<file path="config.mk">
export PLATFORM = sky130hd
export DESIGN_NAME = reset_sequencer_flat
export DESIGN_NICKNAME = d
export VERILOG_FILES = /design/src/rtl/reset_seq_pkg.sv /design/src/rtl/reset_sequencer_if.sv /design/src/rtl/rst_sync.sv /design/src/rtl/reset_sequencer.sv /design/src/flat_wrapper.sv
export SDC_FILE = /design/constraint.sdc
export NUM_CORES = 1
export LEC_CHECK = 0
export BUFFER_PORTS_ARGS = -buffer_cell sky130_fd_sc_hd__buf_4
export CORE_MARGIN = 2
export CORE_UTILIZATION = 40
export DETAILED_ROUTE_END_ITERATION = 12
export GPL_TIMING_DRIVEN = 0
export PLACE_DENSITY = 0.58
export SLEW_MARGIN = 20
export SYNTH_ARGS = -nofsm -noshare
export SYNTH_HDL_FRONTEND = slang
export SYNTH_HIERARCHICAL = 1
export SYNTH_SLANG_ARGS = --single-unit
export TNS_END_PERCENT = 30
</file>
<file path="constraint.sdc">
create_clock -name clk_i -period 1.3 [get_ports clk_i]
set_clock_uncertainty 0.1 [all_clocks]
set_input_delay 0.26 -clock clk_i [delete_from_list [all_inputs] [get_ports clk_i]]
set_output_delay 0.26 -clock clk_i [all_outputs]
set_load 0.01 [all_outputs]
</file>
<file path="src/rtl/reset_seq_pkg.sv">
// rtl/reset_seq_pkg.sv - shared state encoding and parameter limits for the reset sequencer
package reset_seq_pkg;

    typedef enum logic [1:0] {
        ST_HOLD  = 2'd0,
        ST_STAGE = 2'd1,
        ST_RUN   = 2'd2,
        ST_DONE  = 2'd3
    } seq_state_e;

    localparam int CHANNELS_MIN    = 1;
    localparam int CHANNELS_MAX    = 16;
    localparam int HOLD_CYCLES_MIN = 1;
    localparam int STAGE_GAP_MIN   = 1;

    // Width needed to hold values 0..n, never narrower than one bit.
    function automatic int cnt_w(input int n);
        return (n < 1) ? 1 : $clog2(n + 1);
    endfunction

endpackage

</file>
<file path="src/rtl/reset_sequencer_if.sv">
// rtl/reset_sequencer_if.sv - staged reset outputs and soft reset request bundle
interface reset_sequencer_if #(
    parameter int CHANNELS = 3,
    parameter int CNT_W    = 32
);
    logic                soft_rst_i;
    logic [CHANNELS-1:0] rst_n_o;
    logic                all_released_o;
    logic [CNT_W-1:0]    cycle_cnt_o;
    logic                run_done_o;

    modport master (
        input  soft_rst_i,
        output rst_n_o,
        output all_released_o,
        output cycle_cnt_o,
        output run_done_o
    );

    modport slave (
        output soft_rst_i,
        input  rst_n_o,
        input  all_released_o,
        input  cycle_cnt_o,
        input  run_done_o
    );
endinterface

</file>
<file path="src/rtl/rst_sync.sv">
// rtl/rst_sync.sv - two-flop reset synchronizer, asynchronous assert and synchronous release
module rst_sync (
    input  logic clk_i,
    input  logic rst_n_i,
    output logic rst_n_o
);
    logic meta_q;
    logic sync_q;

    always_ff @(posedge clk_i or negedge rst_n_i) begin
        if (!rst_n_i) begin
            meta_q <= 1'b0;
            sync_q <= 1'b0;
        end else begin
            meta_q <= 1'b1;
            sync_q <= meta_q;
        end
    end

    assign rst_n_o = sync_q;
endmodule

</file>
<file path="src/rtl/reset_sequencer.sv">
// rtl/reset_sequencer.sv - holds, then releases channel resets one by one and times the run phase
module reset_sequencer
    import reset_seq_pkg::*;
#(
    parameter int CHANNELS    = 3,
    parameter int HOLD_CYCLES = 4,
    parameter int STAGE_GAP   = 2,
    parameter int RUN_CYCLES  = 1_000_000,
    parameter int CNT_W       = 32
) (
    input  logic              clk_i,
    input  logic              rst_n_i,
    reset_sequencer_if.master seq
);

    localparam int HW = cnt_w(HOLD_CYCLES);
    localparam int GW = cnt_w(STAGE_GAP);
    localparam int RW = cnt_w(CHANNELS);

    localparam logic [HW-1:0]    HOLD_LAST = HW'(HOLD_CYCLES - 1);
    localparam logic [GW-1:0]    GAP_LAST  = GW'(STAGE_GAP - 1);
    localparam logic [RW-1:0]    CH_LAST   = RW'(CHANNELS - 1);
    localparam logic [CNT_W-1:0] CNT_MAX   = '1;

    // A run target the saturating counter can never reach behaves like RUN_CYCLES=0.
    localparam longint CNT_MAX_L = (CNT_W >= 63) ? 64'h7fff_ffff_ffff_ffff
                                                 : (longint'(1) << CNT_W) - 1;
    localparam bit               RUN_REACH = (RUN_CYCLES > 0) &&
                                             (longint'(RUN_CYCLES) <= CNT_MAX_L);
    localparam logic [CNT_W-1:0] RUN_TGT   = CNT_W'(RUN_CYCLES);

    if (CHANNELS < CHANNELS_MIN || CHANNELS > CHANNELS_MAX) begin : g_bad_channels
        $error("reset_sequencer: CHANNELS must be within 1..16");
    end
    if (HOLD_CYCLES < HOLD_CYCLES_MIN) begin : g_bad_hold
        $error("reset_sequencer: HOLD_CYCLES must be at least 1");
    end
    if (STAGE_GAP < STAGE_GAP_MIN) begin : g_bad_gap
        $error("reset_sequencer: STAGE_GAP must be at least 1");
    end

    logic sync_rst_n;

    rst_sync u_rst_sync (
        .clk_i   (clk_i),
        .rst_n_i (rst_n_i),
        .rst_n_o (sync_rst_n)
    );

    seq_state_e       state_q, state_d;
    logic [HW-1:0]    hold_q,  hold_d;
    logic [GW-1:0]    gap_q,   gap_d;
    logic [RW-1:0]    rel_q,   rel_d;
    logic [CNT_W-1:0] cnt_q,   cnt_d;
    logic [CNT_W-1:0] cnt_inc;

    always_ff @(posedge clk_i or negedge sync_rst_n) begin
        if (!sync_rst_n) begin
            state_q <= ST_HOLD;
            hold_q  <= '0;
            gap_q   <= '0;
            rel_q   <= '0;
            cnt_q   <= '0;
        end else begin
            state_q <= state_d;
            hold_q  <= hold_d;
            gap_q   <= gap_d;
            rel_q   <= rel_d;
            cnt_q   <= cnt_d;
        end
    end

    assign cnt_inc = (cnt_q == CNT_MAX) ? cnt_q : cnt_q + 1'b1;

    always_comb begin
        state_d = state_q;
        hold_d  = hold_q;
        gap_d   = gap_q;
        rel_d   = rel_q;
        cnt_d   = cnt_q;
        if (seq.soft_rst_i) begin
            state_d = ST_HOLD;
            hold_d  = '0;
            gap_d   = '0;
            rel_d   = '0;
            cnt_d   = '0;
        end else begin
            unique case (state_q)
                ST_HOLD: begin
                    if (hold_q == HOLD_LAST) begin
                        hold_d = '0;
                        gap_d  = '0;
                        rel_d  = RW'(1);
                        cnt_d  = '0;
                        // A single channel passes through STAGE within this same edge.
                        state_d = (CHANNELS == 1) ? ST_RUN : ST_STAGE;
                    end else begin
                        hold_d = hold_q + 1'b1;
                    end
                end
                ST_STAGE: begin
                    if (gap_q == GAP_LAST) begin
                        gap_d = '0;
                        rel_d = rel_q + 1'b1;
                        if (rel_q == CH_LAST) begin
                            state_d = ST_RUN;
                            cnt_d   = '0;
                        end
                    end else begin
                        gap_d = gap_q + 1'b1;
                    end
                end
                ST_RUN: begin
                    cnt_d = cnt_inc;
                    if (RUN_REACH && (cnt_inc == RUN_TGT)) begin
                        state_d = ST_DONE;
                    end
                end
                ST_DONE: begin
                    cnt_d = cnt_inc;
                end
                default: begin
                    state_d = ST_HOLD;
                end
            endcase
        end
    end

    logic [CHANNELS-1:0] rst_n_out;
    logic                released_out;
    logic                done_out;

    // Channel i is released once more than i channels have been counted out.
    always_comb begin
        rst_n_out = '0;
        for (int i = 0; i < CHANNELS; i++) begin
            rst_n_out[i] = (RW'(i) < rel_q);
        end
        released_out = (state_q == ST_RUN) || (state_q == ST_DONE);
        done_out     = (state_q == ST_DONE);
    end

    assign seq.rst_n_o        = rst_n_out;
    assign seq.all_released_o = released_out;
    assign seq.cycle_cnt_o    = cnt_q;
    assign seq.run_done_o     = done_out;

endmodule

</file>
<file path="src/flat_wrapper.sv">
// flat-port wrapper written by rule: the top's interface ports become plain ports
module reset_sequencer_flat import reset_seq_pkg::*;
#(
    parameter int CHANNELS    = 3,
    parameter int HOLD_CYCLES = 4,
    parameter int STAGE_GAP   = 2,
    parameter int RUN_CYCLES  = 1_000_000,
    parameter int CNT_W       = 32
)
  (clk_i, rst_n_i, seq_soft_rst_i, seq_rst_n_o, seq_all_released_o, seq_cycle_cnt_o, seq_run_done_o);
  reset_sequencer_if #(.CHANNELS(CHANNELS), .CNT_W(CNT_W)) seq_i ();
  input  logic clk_i;
  input  logic rst_n_i;
  input wire logic [$bits(seq_i.soft_rst_i)-1:0] seq_soft_rst_i;
  output wire logic [$bits(seq_i.rst_n_o)-1:0] seq_rst_n_o;
  output wire logic [$bits(seq_i.all_released_o)-1:0] seq_all_released_o;
  output wire logic [$bits(seq_i.cycle_cnt_o)-1:0] seq_cycle_cnt_o;
  output wire logic [$bits(seq_i.run_done_o)-1:0] seq_run_done_o;
  assign seq_i.soft_rst_i = seq_soft_rst_i;
  assign seq_rst_n_o = seq_i.rst_n_o;
  assign seq_all_released_o = seq_i.all_released_o;
  assign seq_cycle_cnt_o = seq_i.cycle_cnt_o;
  assign seq_run_done_o = seq_i.run_done_o;
  reset_sequencer #(.CHANNELS(CHANNELS), .HOLD_CYCLES(HOLD_CYCLES), .STAGE_GAP(STAGE_GAP), .RUN_CYCLES(RUN_CYCLES), .CNT_W(CNT_W)) u_core (.clk_i(clk_i), .rst_n_i(rst_n_i), .seq(seq_i));
endmodule
</file>
== Yosys cells after proc, flatten, opt, wreduce, memory -nomap -nowiden ==
Index checks and enable logic that the tools add are counted.
Operators by class
  eq/ne operators: 12
  order comparisons: 3
  mux-type cells: 22
  add/subtract/negate cells: 4
  bitwise logic cells: 0
  reductions and logical operators: 10
  $mul: 0
  div/mod/pow operators: 0
  shift operators: 0
Operators with widths (number)
  two-way mux 32 bit: 5
  case mux 32 bit (3 select lines): 1
  adder 32 x 1 -> 32 bit (second input constant): 1
  == test 32 x 20 -> 1 bit (second input constant): 1
  == test 32 bit (second input constant): 1
  two-way mux 2 bit: 10
  inequality test 3 x 2 -> 1 bit (second input constant): 4
  two-way mux 3 bit: 3
  case mux 2 bit (2 select lines): 2
  == test 2 bit (second input constant): 3
  case mux 2 bit (3 select lines): 1
  AND reduction 3 bit: 2
  AND reduction 5 bit: 1
  adder 2 x 1 -> 2 bit (second input constant): 2
  == test 2 x 1 -> 1 bit (second input constant): 2
  less-than comparator 1 x 2 -> 1 bit (first input constant): 2
  nonzero test 4 bit: 1
  adder 3 x 1 -> 3 bit (second input constant): 1
  == test 3 x 2 -> 1 bit (second input constant): 1
  nonzero test 3 bit: 1
  zero test 2 bit: 1
  less-than comparator 2 bit (first input constant): 1
  AND reduction 2 bit: 1
  nonzero test 2 bit: 1
  other kinds (2): 2
Storage, ports and cells
  memories: 0
  memory bits (read-only): 0
  latch bits: 0
  memory bits (writable): 0
  input port bits: 3
  word-level logic and storage cells: 58
  output and inout bits: 37
  flip-flop bits (word level): 43

== Depth between registers and ports, before layout ==
  word-level depth: 6
  mapped depth: 11
  gate-level depth less buffers: 9

== Modules after synthesis ==
The synthesis kept the hierarchy.
By module, submodules not included
  reset_sequencer: sequential area each 1026.0 sq um, times used 1, area an instance 3254.4 sq um, cells each 406
  rst_sync: sequential area each 50.0 sq um, times used 1, area an instance 53.8 sq um, cells each 3

== Worst setup path after synthesis ==
OpenSTA, ideal clock, no wires.
  kind: reg-to-reg
  start: reg u_core.cnt_q[8] (netlist: u_core/seq.cycle_cnt_o[8])
  end: reg u_core.state_q[0]
  buffers on the path: 1
  data arrival time: 3.080 ns
  required time: 1.125 ns
  setup time: 0.075 ns
  stages on the path, launching flop included: 10
  path slack: -1.955 ns
  period minus slack after synthesis: 3.255 ns
  cells stage by stage: dfrtp_1 buf_2 nand4_2 or4_1 a311oi_1 mux2i_1 nand4_1 or4_4 o41a_1 o2bb2ai_2
Between the ends
  word-level cells in the longest chain between the ends: 5
  elaborated cells on any way between the ends: 6
  classes of those cells: add/sub: 1; eq/ne: 3; mux: 1; reduce/logical: 1
Ends and longest elaborated chain
  start: declaration: line reset_sequencer.sv:54  | logic [CNT_W-1:0] cnt_q, cnt_d;
  start signal: assignment: line reset_sequencer.sv:69  | cnt_q <= cnt_d;
  adder 32 x 1 -> 32 bit or == test 32 bit (tied branches): line reset_sequencer.sv:73  | assign cnt_inc = (cnt_q == CNT_MAX) ? cnt_q : cnt_q + 1'b1;
  two-way mux 32 bit *: line reset_sequencer.sv:73
  == test 32 x 20 -> 1 bit *: line reset_sequencer.sv:115  | if (RUN_REACH && (cnt_inc == RUN_TGT)) begin
  inequality test 3 x 2 -> 1 bit (no line) *
  AND reduction 5 bit (no line) *
  end signal: assignment: line reset_sequencer.sv:65  | state_q <= state_d;
  end: declaration: line reset_sequencer.sv:50  | seq_state_e state_q, state_d;
Every way passes the cells marked *; elsewhere a longest branch is shown, timed or not.
A chain may end at the register's enable or synchronous reset.

== Worst setup path after layout ==
  start: reg u_core.cnt_q[23] (netlist: u_core/seq.cycle_cnt_o[23])
  end: reg u_core.state_q[0]
The elaborated chain is that of the path after synthesis.

==> summary.txt <==
Critical path
  • Critical path capture point type: flop
  • Crit-path cells: buf_4 > nand4_1 > or4_4 > a311oi_4 > mux2i_2 > nand4_1 > or4_4 > o41a_1 > o2bb2ai_2
  • Crit path max-delay family: simple AND/OR/NAND/NOR gates
  • Critical Path Fanout Max: 9
  • Crit path DAT: roughly 3.4 ns
  • Crit-path max cell delay: 0.59 ns
  • CP Class: reg2reg
  • Worst setup SP type: flop
  • CP Data Required Time: approximately 1.4 ns
  • Crit path max-delay cell type: or4_4
  • Critical path buffers and inverters: 1

Timing
  • Tightest Pin Transition: about 0.57 ns
  • Final hold vios: 0
  • Fmax: just over 0.3 GHz
  • RSZ-0062 raised after global routing: true
  • Final hold slack: between 0.1 and 0.15 ns
  • Final period utilization: 2.50
  • Slew Viols, Final: 0
  • Tmin final: about 3.2 ns
  • # setup viols final: 55
  • Final setup margin: -1.95 ns
  • Relative slew slack: 0.621

Pwr
  • Static Leakage: 2.34 nW
  • Worst vdd ir: 0.000608 V
  • Total power: 3.58 mW
  • Pwr dens: around 660 nW/µm²

Detailed routing
  • DR DRC count: 0
  • WL per Instance: approximately 20 µm
  • First drt pass iteration count: 4
  • Drt initial violations: ~270
  • DR vias: around 3,800
  • DRT Wirelength: 12,800 µm
  • Vias/cell: slightly below 6
  • Antenna viol nets, final: 0

Synthesis
  • Mean Syn Cell Area: 8.09 µm²
  • Mapped cell area: about 3300 µm²
  • Async set or reset register ratio after synthesis: 1.00
  • Seq/Total Area, Yosys: 0.325
  • EDFF count, synth: 0
  • Net Count, Synth: 421
  • Synth Flop Type: dfrtp_1
  • Synthesis-stage register bit count: 43
  • YS warnings: 6
  • Cells after Synth: about 410
  • Distinct cells, synth: 64

Global route
  • Vias in the first global route: between 3,000 and 4,000
  • GRT Util Overall: 0.288
  • First-pass GRT wire length: between 15,000 and 20,000 µm
  • Total gr overflow: 0
  • Number of antenna violations at the first check in global routing: 0
  • Largest net degree at the start of global routing: 24

Placed design
  • Routability Congestion: around 0.9
  • Port bufs: 39
  • Pre-CTS setup slack: -2.07 ns
  • Post-DP HPWL: a little over 8000 µm
  • DP Area: ~4000 µm²
  • Dpl cells: about 550

Hold path
  • Hold Path Class: reg2async

Final layout
  • Most frequent cells in the layout: 82 x buf_4, 49 x buf_6, 32 x nor2_1
  • Area Growth Syn to Fin: 63.4%
  • Final std cells w/o fill: between 600 and 700
  • Final Cell Area: about 5400 µm²
  • Most common cell after layout, fill and taps aside: buf_4
  • Nets: about 540
  • Share of cells above drive strength 1: 0.492
  • Fillers: 678
  • Antenna cells: 0
  • Area of the multi-input gates: roughly 2500 µm²
  • FF/Latch Area: between 1000 and 1500 µm²

Floorplanning
  • Die W: 94.9 µm
  • DIE HEIGHT: 94.9 µm
  • Row count: 33
  • Initial Util: 0.407
  • Core area: 8130 µm²
  • I/O Pins: 40
  • Die ar.: between 9000 and 10,000 µm²

Clocking
  • CTS tree: done
  • Sink Count: 43
  • Reg clk slew, reported paths: ~0.090 ns
  • Root Driver: clkbuf_8
  • Worst-skew pair later-pin latency: approximately 0.31 ns
  • Longest Clk Path Bufs: 2
  • Htree depth: 2
  • CTS buffer count: 5

Job
  • Maxcap violations: 0

Status
  • Failing checks: negative setup slack
  • Status: finished with violations
[repair_timing]
action | in CTS | in global routing
setup buffers | 52 | 27
cloned | 1 | 0
setup endpoints to repair | 58 | 64
hold endpoints to repair | 2 | 0
pin swaps | 27 | 26
hold buffers | 1 | 0
resized for setup | 129 | 64
[through the flow]
stage | setup TNS [ns] | util
final | -36.42 | 0.665
after detailed placement | -44.63 | 0.491
after global routing | -40.68 | 0.665
after global placement | -71.58 | 0.488
after CTS | -35.92 | 0.615
after floorplan | -32.76 | -
[path summary, 6_finish.rpt]
check / to / slack (ns) / from / cells after the start
worst max-delay path: u_core/state_q[0]$_DFFE_PN0P_ / -1.95 / u_core/seq.cycle_cnt_o[23]$_DFFE_PN0P_ / 9
worst min-delay path: u_core/seq.cycle_cnt_o[22]$_DFFE_PN0P_ / 0.12 / u_core/u_rst_sync/rst_n_o$_DFF_PN0_ / 0
worst max register to register: u_core/state_q[0]$_DFFE_PN0P_ / -1.95 / u_core/seq.cycle_cnt_o[23]$_DFFE_PN0P_ / 9
worst min register to register: u_core/seq.cycle_cnt_o[22]$_DFFE_PN0P_ / 0.12 / u_core/u_rst_sync/rst_n_o$_DFF_PN0_ / 0
max in group asynchronous: u_core/seq.cycle_cnt_o[4]$_DFFE_PN0P_ / 0.49 / u_core/u_rst_sync/rst_n_o$_DFF_PN0_ / 1
min in group clk_i: u_core/u_rst_sync/rst_n_o$_DFF_PN0_ / 0.26 / u_core/u_rst_sync/meta_q$_DFF_PN0_ / 0
[cell families after synthesis]
logic type      count (synthesis)  synth area share
simple gates                  170             0.292
compound gates                120             0.230
fa+ha+maj                       9            0.0340
flops                          43             0.325
xor+xnor                       12            0.0318
other cells                     1           0.00113
buf+inv                        49            0.0703
mux                             5            0.0163
[per-layer routing]
| layer | vias up | track usage | wire [µm] |
|---|---|---|---|
| met5 | - | 0 | 0 |
| met4 | 0 | 0.0785 | 286 |
| met3 | 24 | 0.0447 | 757 |
| met2 | 144 | 0.461 | 6000 |
| met1 | 1839 | 0.404 | 5720 |
| li1 | 1785 | - | - |
[final cells by class]
| class | instances | share of cell area |
|---|---|---|
| repair buffers | 119 | 0.205 |
| multi-input cells | 317 | 0.469 |
| plain buffers | 35 | 0.0720 |
| flip-flops and latches | 43 | 0.203 |
| clock inverters | 2 | 0.00694 |
| well taps | 105 | 0.0243 |
| clock buffers | 5 | 0.0127 |
| inverters | 11 | 0.00764 |
[cells in the mapped netlist, types with 3 or more instances]
| cell | n | share of area |
|---|---|---|
| a21oi_1 | 20 | 0.030 |
| a311oi_1 | 3 | 0.0079 |
| a31oi_1 | 8 | 0.015 |
| and3_1 | 14 | 0.026 |
| and4_1 | 4 | 0.011 |
| buf_2 | 12 | 0.018 |
| buf_4 | 6 | 0.014 |
| clkbuf_1 | 16 | 0.018 |
| clkbuf_2 | 3 | 0.0045 |
| dfrtp_1 | 43 | 0.33 |
| ha_1 | 9 | 0.034 |
| inv_1 | 11 | 0.012 |
| mux2_2 | 3 | 0.010 |
| nand2_1 | 30 | 0.034 |
| nand2b_1 | 4 | 0.0076 |
| nand3_1 | 17 | 0.026 |
| nand4_1 | 19 | 0.036 |
| nor2_1 | 38 | 0.043 |
| nor3_1 | 9 | 0.014 |
| nor3b_1 | 3 | 0.0068 |
| nor4_1 | 8 | 0.015 |
| o21ai_0 | 49 | 0.074 |
| o31ai_1 | 11 | 0.025 |
| o32ai_1 | 4 | 0.011 |
| or4_4 | 3 | 0.010 |
| xnor2_1 | 9 | 0.024 |
| xor2_1 | 3 | 0.0079 |
[power by group]
part	internal, mW	switching [mW]
registers	1.39	0.0546
clock network	0.563	0.521
logic	0.503	0.551
total	2.46	1.13
[state kept, by name (all words and copies together), names as in the netlist]
signal / flops
u_core/gap_q: 2
u_core/hold_q: 3
u_core/rel_q: 2
u_core/seq.cycle_cnt_o: 32
u_core/state_q: 2
u_core/u_rst_sync/meta_q: 1
u_core/u_rst_sync/rst_n_o: 1
Power figures use the tool's default switching activity.
